[src/rtl/fpu_wb_queue_if.sv]
// Signal bundle between the FPU writeback merge stage and its neighbours:
// pipeline lanes, long-op unit, flush control, register-file write ports.
interface fpu_wb_queue_if #(
  parameter int DEPTH   = 4,
  parameter int REG_NUM = 32,
  parameter int FMT_W   = 2
);
  localparam int CW = $clog2(DEPTH) + 1;

  logic               pipe1_we;
  logic [4:0]         pipe1_waddr;
  logic [31:0]        pipe1_wdata;
  logic [FMT_W-1:0]   pipe1_fmt;
  logic               pipe2_we;
  logic [4:0]         pipe2_waddr;
  logic [31:0]        pipe2_wdata;
  logic [FMT_W-1:0]   pipe2_fmt;
  logic               lissue_valid;
  logic [4:0]         lissue_addr;
  logic               lres_valid;
  logic               lres_ready;
  logic [4:0]         lres_addr;
  logic [31:0]        lres_val;
  logic [FMT_W-1:0]   lres_fmt;
  logic               lres_epoch;
  logic               flush;
  logic               epoch;
  logic               wr1_we;
  logic [4:0]         wr1_waddr;
  logic [31:0]        wr1_wdata;
  logic [FMT_W-1:0]   wr1_fmt;
  logic               wr2_we;
  logic [4:0]         wr2_waddr;
  logic [31:0]        wr2_wdata;
  logic [FMT_W-1:0]   wr2_fmt;
  logic [REG_NUM-1:0] busy_vec;
  logic [CW-1:0]      fifo_count;

  modport master (
    output pipe1_we, pipe1_waddr, pipe1_wdata, pipe1_fmt,
    output pipe2_we, pipe2_waddr, pipe2_wdata, pipe2_fmt,
    output lissue_valid, lissue_addr,
    output lres_valid, lres_addr, lres_val, lres_fmt, lres_epoch, flush,
    input  lres_ready, epoch,
    input  wr1_we, wr1_waddr, wr1_wdata, wr1_fmt,
    input  wr2_we, wr2_waddr, wr2_wdata, wr2_fmt,
    input  busy_vec, fifo_count
  );

  modport slave (
    input  pipe1_we, pipe1_waddr, pipe1_wdata, pipe1_fmt,
    input  pipe2_we, pipe2_waddr, pipe2_wdata, pipe2_fmt,
    input  lissue_valid, lissue_addr,
    input  lres_valid, lres_addr, lres_val, lres_fmt, lres_epoch, flush,
    output lres_ready, epoch,
    output wr1_we, wr1_waddr, wr1_wdata, wr1_fmt,
    output wr2_we, wr2_waddr, wr2_wdata, wr2_fmt,
    output busy_vec, fifo_count
  );
endinterface

[src/rtl/fpu_wb_queue.sv]
// FPU writeback merge: lane pass-through, long-result FIFO drained into idle
// write ports, per-register busy scoreboard and flush epoch.
module fpu_wb_queue #(
  parameter int DEPTH   = 4,
  parameter int REG_NUM = 32,
  parameter int FMT_W   = 2
) (
  input logic          clk,
  input logic          rst,
  fpu_wb_queue_if.slave bus
);
  localparam int AW = $clog2(DEPTH);
  localparam logic [AW:0] FULL_C = (AW+1)'(DEPTH);

  logic [4:0]         addr_q [DEPTH];
  logic [31:0]        val_q  [DEPTH];
  logic [FMT_W-1:0]   fmt_q  [DEPTH];
  logic [AW-1:0]      rd_q, rd_d, wr_q, wr_d;
  logic [AW:0]        cnt_q, cnt_d;
  logic [REG_NUM-1:0] busy_q, busy_d;
  logic               epoch_q, epoch_d;

  logic ready_s, push_s, pop_s, drain_en_s, drain1_s, drain2_s;

  // Handshake and drain steering; wr1 is preferred for the drain.
  always_comb begin
    ready_s    = (cnt_q < FULL_C) && !rst;
    drain_en_s = (cnt_q != (AW+1)'(0)) && !bus.flush && !rst;
    drain1_s   = drain_en_s && !bus.pipe1_we;
    drain2_s   = drain_en_s && bus.pipe1_we && !bus.pipe2_we;
    pop_s      = drain1_s || drain2_s;
    // Stale-epoch or flush-cycle beats are consumed but never stored.
    push_s     = bus.lres_valid && ready_s && (bus.lres_epoch == epoch_q) && !bus.flush;
  end

  // Write-port muxing: lane first, otherwise FIFO head, otherwise idle zeros.
  always_comb begin
    bus.wr1_we = 1'b0; bus.wr1_waddr = 5'd0; bus.wr1_wdata = 32'd0; bus.wr1_fmt = '0;
    bus.wr2_we = 1'b0; bus.wr2_waddr = 5'd0; bus.wr2_wdata = 32'd0; bus.wr2_fmt = '0;
    if (!rst && bus.pipe1_we) begin
      bus.wr1_we = 1'b1; bus.wr1_waddr = bus.pipe1_waddr;
      bus.wr1_wdata = bus.pipe1_wdata; bus.wr1_fmt = bus.pipe1_fmt;
    end else if (drain1_s) begin
      bus.wr1_we = 1'b1; bus.wr1_waddr = addr_q[rd_q];
      bus.wr1_wdata = val_q[rd_q]; bus.wr1_fmt = fmt_q[rd_q];
    end else begin
      bus.wr1_we = 1'b0;
    end
    if (!rst && bus.pipe2_we) begin
      bus.wr2_we = 1'b1; bus.wr2_waddr = bus.pipe2_waddr;
      bus.wr2_wdata = bus.pipe2_wdata; bus.wr2_fmt = bus.pipe2_fmt;
    end else if (drain2_s) begin
      bus.wr2_we = 1'b1; bus.wr2_waddr = addr_q[rd_q];
      bus.wr2_wdata = val_q[rd_q]; bus.wr2_fmt = fmt_q[rd_q];
    end else begin
      bus.wr2_we = 1'b0;
    end
  end

  // Next-state for pointers, occupancy, scoreboard and epoch.
  always_comb begin
    rd_d    = rd_q;
    wr_d    = wr_q;
    cnt_d   = cnt_q;
    busy_d  = busy_q;
    epoch_d = epoch_q;
    if (bus.flush) begin
      epoch_d = ~epoch_q;
      rd_d    = '0;
      wr_d    = '0;
      cnt_d   = '0;
      busy_d  = '0;
    end else begin
      if (push_s) wr_d = wr_q + AW'(1);
      else        wr_d = wr_q;
      if (pop_s)  rd_d = rd_q + AW'(1);
      else        rd_d = rd_q;
      case ({push_s, pop_s})
        2'b10:   cnt_d = cnt_q + (AW+1)'(1);
        2'b01:   cnt_d = cnt_q - (AW+1)'(1);
        default: cnt_d = cnt_q;
      endcase
      // Clear before set so a same-cycle issue to the drained register wins.
      if (pop_s) busy_d[addr_q[rd_q]] = 1'b0;
      else       busy_d = busy_q;
      if (bus.lissue_valid) busy_d[bus.lissue_addr] = 1'b1;
      else                  busy_d = busy_d;
    end
  end

  // Control state registers.
  always_ff @(posedge clk) begin
    if (rst) begin
      rd_q    <= '0;
      wr_q    <= '0;
      cnt_q   <= '0;
      busy_q  <= '0;
      epoch_q <= 1'b0;
    end else begin
      rd_q    <= rd_d;
      wr_q    <= wr_d;
      cnt_q   <= cnt_d;
      busy_q  <= busy_d;
      epoch_q <= epoch_d;
    end
  end

  // FIFO payload storage; validity is tracked by the pointers alone.
  always_ff @(posedge clk) begin
    if (push_s) begin
      addr_q[wr_q] <= bus.lres_addr;
      val_q[wr_q]  <= bus.lres_val;
      fmt_q[wr_q]  <= bus.lres_fmt;
    end
  end

  assign bus.lres_ready = ready_s;
  assign bus.epoch      = epoch_q;
  assign bus.busy_vec   = busy_q;
  assign bus.fifo_count = cnt_q;
endmodule

[src/flat_wrapper.sv]
// flat-port wrapper written by rule: the top's interface ports become plain ports
module fpu_wb_queue_flat 
#(
  parameter int DEPTH   = 4,
  parameter int REG_NUM = 32,
  parameter int FMT_W   = 2
)
  (clk, rst, bus_pipe1_we, bus_pipe1_waddr, bus_pipe1_wdata, bus_pipe1_fmt, bus_pipe2_we, bus_pipe2_waddr, bus_pipe2_wdata, bus_pipe2_fmt, bus_lissue_valid, bus_lissue_addr, bus_lres_valid, bus_lres_addr, bus_lres_val, bus_lres_fmt, bus_lres_epoch, bus_flush, bus_lres_ready, bus_epoch, bus_wr1_we, bus_wr1_waddr, bus_wr1_wdata, bus_wr1_fmt, bus_wr2_we, bus_wr2_waddr, bus_wr2_wdata, bus_wr2_fmt, bus_busy_vec, bus_fifo_count);
  fpu_wb_queue_if #(.DEPTH(DEPTH), .REG_NUM(REG_NUM), .FMT_W(FMT_W)) bus_i ();
  input logic clk;
  input logic rst;
  input wire logic [$bits(bus_i.pipe1_we)-1:0] bus_pipe1_we;
  input wire logic [$bits(bus_i.pipe1_waddr)-1:0] bus_pipe1_waddr;
  input wire logic [$bits(bus_i.pipe1_wdata)-1:0] bus_pipe1_wdata;
  input wire logic [$bits(bus_i.pipe1_fmt)-1:0] bus_pipe1_fmt;
  input wire logic [$bits(bus_i.pipe2_we)-1:0] bus_pipe2_we;
  input wire logic [$bits(bus_i.pipe2_waddr)-1:0] bus_pipe2_waddr;
  input wire logic [$bits(bus_i.pipe2_wdata)-1:0] bus_pipe2_wdata;
  input wire logic [$bits(bus_i.pipe2_fmt)-1:0] bus_pipe2_fmt;
  input wire logic [$bits(bus_i.lissue_valid)-1:0] bus_lissue_valid;
  input wire logic [$bits(bus_i.lissue_addr)-1:0] bus_lissue_addr;
  input wire logic [$bits(bus_i.lres_valid)-1:0] bus_lres_valid;
  input wire logic [$bits(bus_i.lres_addr)-1:0] bus_lres_addr;
  input wire logic [$bits(bus_i.lres_val)-1:0] bus_lres_val;
  input wire logic [$bits(bus_i.lres_fmt)-1:0] bus_lres_fmt;
  input wire logic [$bits(bus_i.lres_epoch)-1:0] bus_lres_epoch;
  input wire logic [$bits(bus_i.flush)-1:0] bus_flush;
  output wire logic [$bits(bus_i.lres_ready)-1:0] bus_lres_ready;
  output wire logic [$bits(bus_i.epoch)-1:0] bus_epoch;
  output wire logic [$bits(bus_i.wr1_we)-1:0] bus_wr1_we;
  output wire logic [$bits(bus_i.wr1_waddr)-1:0] bus_wr1_waddr;
  output wire logic [$bits(bus_i.wr1_wdata)-1:0] bus_wr1_wdata;
  output wire logic [$bits(bus_i.wr1_fmt)-1:0] bus_wr1_fmt;
  output wire logic [$bits(bus_i.wr2_we)-1:0] bus_wr2_we;
  output wire logic [$bits(bus_i.wr2_waddr)-1:0] bus_wr2_waddr;
  output wire logic [$bits(bus_i.wr2_wdata)-1:0] bus_wr2_wdata;
  output wire logic [$bits(bus_i.wr2_fmt)-1:0] bus_wr2_fmt;
  output wire logic [$bits(bus_i.busy_vec)-1:0] bus_busy_vec;
  output wire logic [$bits(bus_i.fifo_count)-1:0] bus_fifo_count;
  assign bus_i.pipe1_we = bus_pipe1_we;
  assign bus_i.pipe1_waddr = bus_pipe1_waddr;
  assign bus_i.pipe1_wdata = bus_pipe1_wdata;
  assign bus_i.pipe1_fmt = bus_pipe1_fmt;
  assign bus_i.pipe2_we = bus_pipe2_we;
  assign bus_i.pipe2_waddr = bus_pipe2_waddr;
  assign bus_i.pipe2_wdata = bus_pipe2_wdata;
  assign bus_i.pipe2_fmt = bus_pipe2_fmt;
  assign bus_i.lissue_valid = bus_lissue_valid;
  assign bus_i.lissue_addr = bus_lissue_addr;
  assign bus_i.lres_valid = bus_lres_valid;
  assign bus_i.lres_addr = bus_lres_addr;
  assign bus_i.lres_val = bus_lres_val;
  assign bus_i.lres_fmt = bus_lres_fmt;
  assign bus_i.lres_epoch = bus_lres_epoch;
  assign bus_i.flush = bus_flush;
  assign bus_lres_ready = bus_i.lres_ready;
  assign bus_epoch = bus_i.epoch;
  assign bus_wr1_we = bus_i.wr1_we;
  assign bus_wr1_waddr = bus_i.wr1_waddr;
  assign bus_wr1_wdata = bus_i.wr1_wdata;
  assign bus_wr1_fmt = bus_i.wr1_fmt;
  assign bus_wr2_we = bus_i.wr2_we;
  assign bus_wr2_waddr = bus_i.wr2_waddr;
  assign bus_wr2_wdata = bus_i.wr2_wdata;
  assign bus_wr2_fmt = bus_i.wr2_fmt;
  assign bus_busy_vec = bus_i.busy_vec;
  assign bus_fifo_count = bus_i.fifo_count;
  fpu_wb_queue #(.DEPTH(DEPTH), .REG_NUM(REG_NUM), .FMT_W(FMT_W)) u_core (.clk(clk), .rst(rst), .bus(bus_i));
endmodule
[config.mk]
export PLATFORM = sky130hd
export DESIGN_NAME = fpu_wb_queue_flat
export DESIGN_NICKNAME = d
export VERILOG_FILES = /design/src/rtl/fpu_wb_queue_if.sv /design/src/rtl/fpu_wb_queue.sv /design/src/flat_wrapper.sv
export SDC_FILE = /design/constraint.sdc
export NUM_CORES = 1
export LEC_CHECK = 0
export CORE_MARGIN = 2
export CORE_UTILIZATION = 40
export CTS_BUF_LIST = sky130_fd_sc_hd__clkbuf_8 sky130_fd_sc_hd__clkbuf_16
export DETAILED_ROUTE_END_ITERATION = 7
export HOLD_SLACK_MARGIN = 0.02
export PLACE_DENSITY = 0.67
export SYNTH_ARGS = -nofsm -noshare
export SYNTH_HDL_FRONTEND = slang
export SYNTH_SLANG_ARGS = --single-unit
[constraint.sdc]
create_clock -name clk -period 3.1 [get_ports clk]
set_clock_uncertainty 0.05 [all_clocks]
set_input_delay 0.62 -clock clk [delete_from_list [all_inputs] [get_ports clk]]
set_output_delay 0.62 -clock clk [all_outputs]
set_load 0.05 [all_outputs]
==> results.json <==
{
  "antenna_found_initial": 1,
  "crit_path_top_delay_cell": "clkdlybuf4s50_1",
  "p_switching_mw": 1.41,
  "tightestPinTransition_ns": 0.824,
  "clock_sinks": 198,
  "clockBufferDepth": 2,
  "hold_viol_final": 0,
  "drc_errors": 0,
  "cp.arrival_ns": 2.37,
  "leakage_nw": 4.34,
  "fin_util_pct": 61.4,
  "p_total_mw": 5.98,
  "timing.rr.end": "u_core.bus.busy_vec[4]",
  "cts_buffers": 17,
  "synth_area_um2": 8560,
  "cp_num_buf_inv": 3,
  "dpl-instance-area_um2": 12300,
  "avgSynthCellArea_um2": 15.7,
  "powerDensity_nw_per_um2": 463,
  "clk_pin_slew_ns": 0.07,
  "whs_endpoint": "u_core.bus.busy_vec[21]",
  "yosysWarnings": 0,
  "gp_congestion": 0.869,
  "outcome": "finished, final reports clean",
  "period_needed_ns": 3.04,
  "wl_mm": 24.0,
  "cpPeakStageDelay_ns": 0.45,
  "viasPerCell": 5.67,
  "routed_wire_length_per_instance_um": 22.0,
  "seq_area_um2": 5530,
  "multi_input_area_um2": 2760,
  "cp_cell_sequence": "clkdlybuf4s50_1 -> nor2_1 -> nand2_1 -> nor3b_2 -> buf_4 -> a22o_1 -> buf_12",
  "p_comb_share_pct": 12.7,
  "dr.pass1.iters": 5,
  "htreeDepth": 4,
  "die_y_um": 150,
  "setup_tns_ns": 0,
  "final_antenna_net_count": 0,
  "cp-end-kind": "output pin",
  "holdBufCountCts": 0,
  "grt_usage_pct": 21.8,
  "cts-root-buf": "clkbuf_16",
  "hp-class": "reg -> reg",
  "crit_path_start": "bus_flush",
  "clock_latency_ns": 0.43,
  "grt_first_pass_wirelength_mm": 36.8,
  "switching_share_pct": 23.5,
  "power.internal_mw": 4.57,
  "setup_viol": 0,
  "r2r_cells": 6,
  "fin_hold_ws_ns": 0.425,
  "ys_types": 52,
  "ctsResizeCount": 0,
  "die_w_um": 150,
  "synth.net_count": 682,
  "whs_path_depth": 2,
  "postCtsSetupBuffers": 0,
  "start_util_pct": 40.7,
  "nNetsFinal": 936,
  "synthCells": 546,
  "min-delay-start": "u_core.bus.busy_vec[21]",
  "post-dp-hpwl_mm": 17.5,
  "slew_headroom_pct": 44.8,
  "rsz0062_at_grt": "true",
  "synth_edf_count": 156,
  "drive_gt1_share_pct": 25.0,
  "grt_overflow_total": 0,
  "pwr-share-seq_pct": 48.2,
  "grt_pass1_vias": 6483,
  "io_pins": 247,
  "ys_ff_latch": 198,
  "core_area_um2": 21000,
  "critical-path-top-delay-family": "buffers and inverters",
  "grt_max_degree": 38,
  "ys_seq_area_share_pct": 64.6,
  "worstSetupPathType": "in -> out",
  "max_cap_viol_count": 0,
  "slew_viol_final": 0,
  "critPathLaunchType": "primary input",
  "reg2reg_slack_ns": 0.51,
  "nFillCells": 1502,
  "ys.flop_type": "edfxtp_1",
  "fmax_ghz": 0.329,
  "fin_area_um2": 12900,
  "async_flop_share_pct": 0,
  "cts_tree": "built",
  "port_buffers": 246,
  "area_delta_synth_final_pct": 50.9,
  "required_ns": 2.43,
  "vdd_drop_max_mv": 0.379,
  "power.share.clock_pct": 39.1,
  "timing.final.crit_share_pct": 97.9,
  "dieArea_um2": 22600,
  "vias": 6177,
  "drt_iter0_drc": 425,
  "rows": 53,
  "critPathMaxFanout": 20
}
[worst max path at each step]
stage                     slack, ns           endpoint  cells after the start
after global routing          -0.05     bus_wr2_fmt[0]                      7
after floorplan                0.08     bus_wr1_fmt[0]                      7
after global placement         0.11   bus_wr2_wdata[9]                      7
final                          0.06     bus_wr2_fmt[0]                      7
after detailed placement       0.06     bus_wr2_fmt[0]                      7
after CTS                      0.05  bus_wr1_wdata[21]                      4
[cells in the final DEF (no fill, tap or decap), drive strengths merged, types with 17 or more instances in the layout]
| cell type | n |
|---|---|
| edfxtp | 156 |
| a21oi | 45 |
| nand2 | 21 |
| inv | 18 |
| a22o | 78 |
| nor2 | 21 |
| clkdlybuf4s50 | 165 |
| buf | 111 |
| mux4 | 38 |
| dfxtp | 42 |
| clkbuf | 17 |
[layout make-up]
class	count	share of cell area, %
clock inverter	15	1.58
multi-input combinational	298	21.4
inverter	9	0.262
sequential	198	42.8
timing repair buffer	276	28.0
clock buffer	17	3.29
tap	275	2.66
antenna	1	0.0194
[routing by layer]
| layer | vias to the layer above | part of all wire (%) | GRT usage [%] |
|---|---|---|---|
| met5 | - | 0 | 0 |
| met4 | 0 | 1.9 | 6.98 |
| met3 | 30 | 8.2 | 5.00 |
| met2 | 299 | 51 | 37.6 |
| met1 | 3107 | 39 | 27.3 |
| li1 | 2741 | - | - |
[worst reg2reg max path, delay by kind of cell (launching register included)]
family | cells | cell delay [ns]
flops | 1 | 0.52
buf+inv | 2 | 0.49
compound gates | 2 | 0.36
simple gates | 1 | 0.35
mux | 1 | 0.69
[power by group through the flow]
stage / Combinational, mW / Sequential (mW) / Clock [mW]
after floorplan: 0.296 / 2.96 / 0
after global placement: 0.743 / 2.94 / 0
after detailed placement: 0.756 / 2.94 / 0
after CTS: 0.758 / 2.88 / 2.36
after global routing: 0.789 / 2.88 / 2.49
final: 0.757 / 2.88 / 2.34
[synthesized netlist by cell type (3+ instances only)]
library cell,instances,area share (%)
a21oi_1,45,2.6
a22o_1,76,7.8
a311oi_1,11,1.1
and2_1,5,0.37
buf_1,3,0.13
buf_2,4,0.23
buf_6,3,0.39
clkbuf_1,21,0.92
clkbuf_8,7,1.1
dfxtp_1,42,9.8
edfxtp_1,156,55
ha_1,5,0.73
inv_1,9,0.39
mux2i_1,6,0.70
mux4_2,36,9.5
nand2_1,21,0.92
nor2_1,20,0.88
nor2b_1,3,0.22
nor3_1,5,0.29
nor3b_1,4,0.35
o21ai_0,4,0.23
o31ai_1,4,0.35
o41ai_1,13,1.3
or2_2,3,0.22
xor2_1,5,0.51
[state kept, by name, indices dropped and copies added, names as in the netlist, named ones only]
register               count
u_core.bus.busy_vec       32
u_core.fmt_q               8
u_core.wr_q                2
u_core.val_q             128
u_core.bus.fifo_count      3
u_core.rd_q                2
u_core.addr_q             20
u_core.bus.epoch           1
[cell families (layout without fill, tap and decap cells)]
logic type / after synthesis / in the layout / share of synthesized area, %
AOI/OAI and AO/OA: 158 / 158 / 14.0
xor gates and xnor gates: 7 / 7 / 0.716
adders and majority gates: 6 / 6 / 0.965
buffers and inverters: 50 / 317 / 3.58
DFF: 198 / 198 / 64.6
muxes: 46 / 46 / 11.1
other: 0 / 1 / 0
and+or+nand+nor: 81 / 81 / 5.12
[per-stage QoR]
step / setup WS (ns) / instances
2_1_floorplan: 0.0789 / 546
6_report: 0.0645 / 1089
3_3_place_gp: 0.105 / 1056
3_5_place_dp: 0.0595 / 1056
5_1_grt: -0.0507 / 1088
4_1_cts: 0.0544 / 1088
No activity file was read; power rests on OpenSTA's default activity.
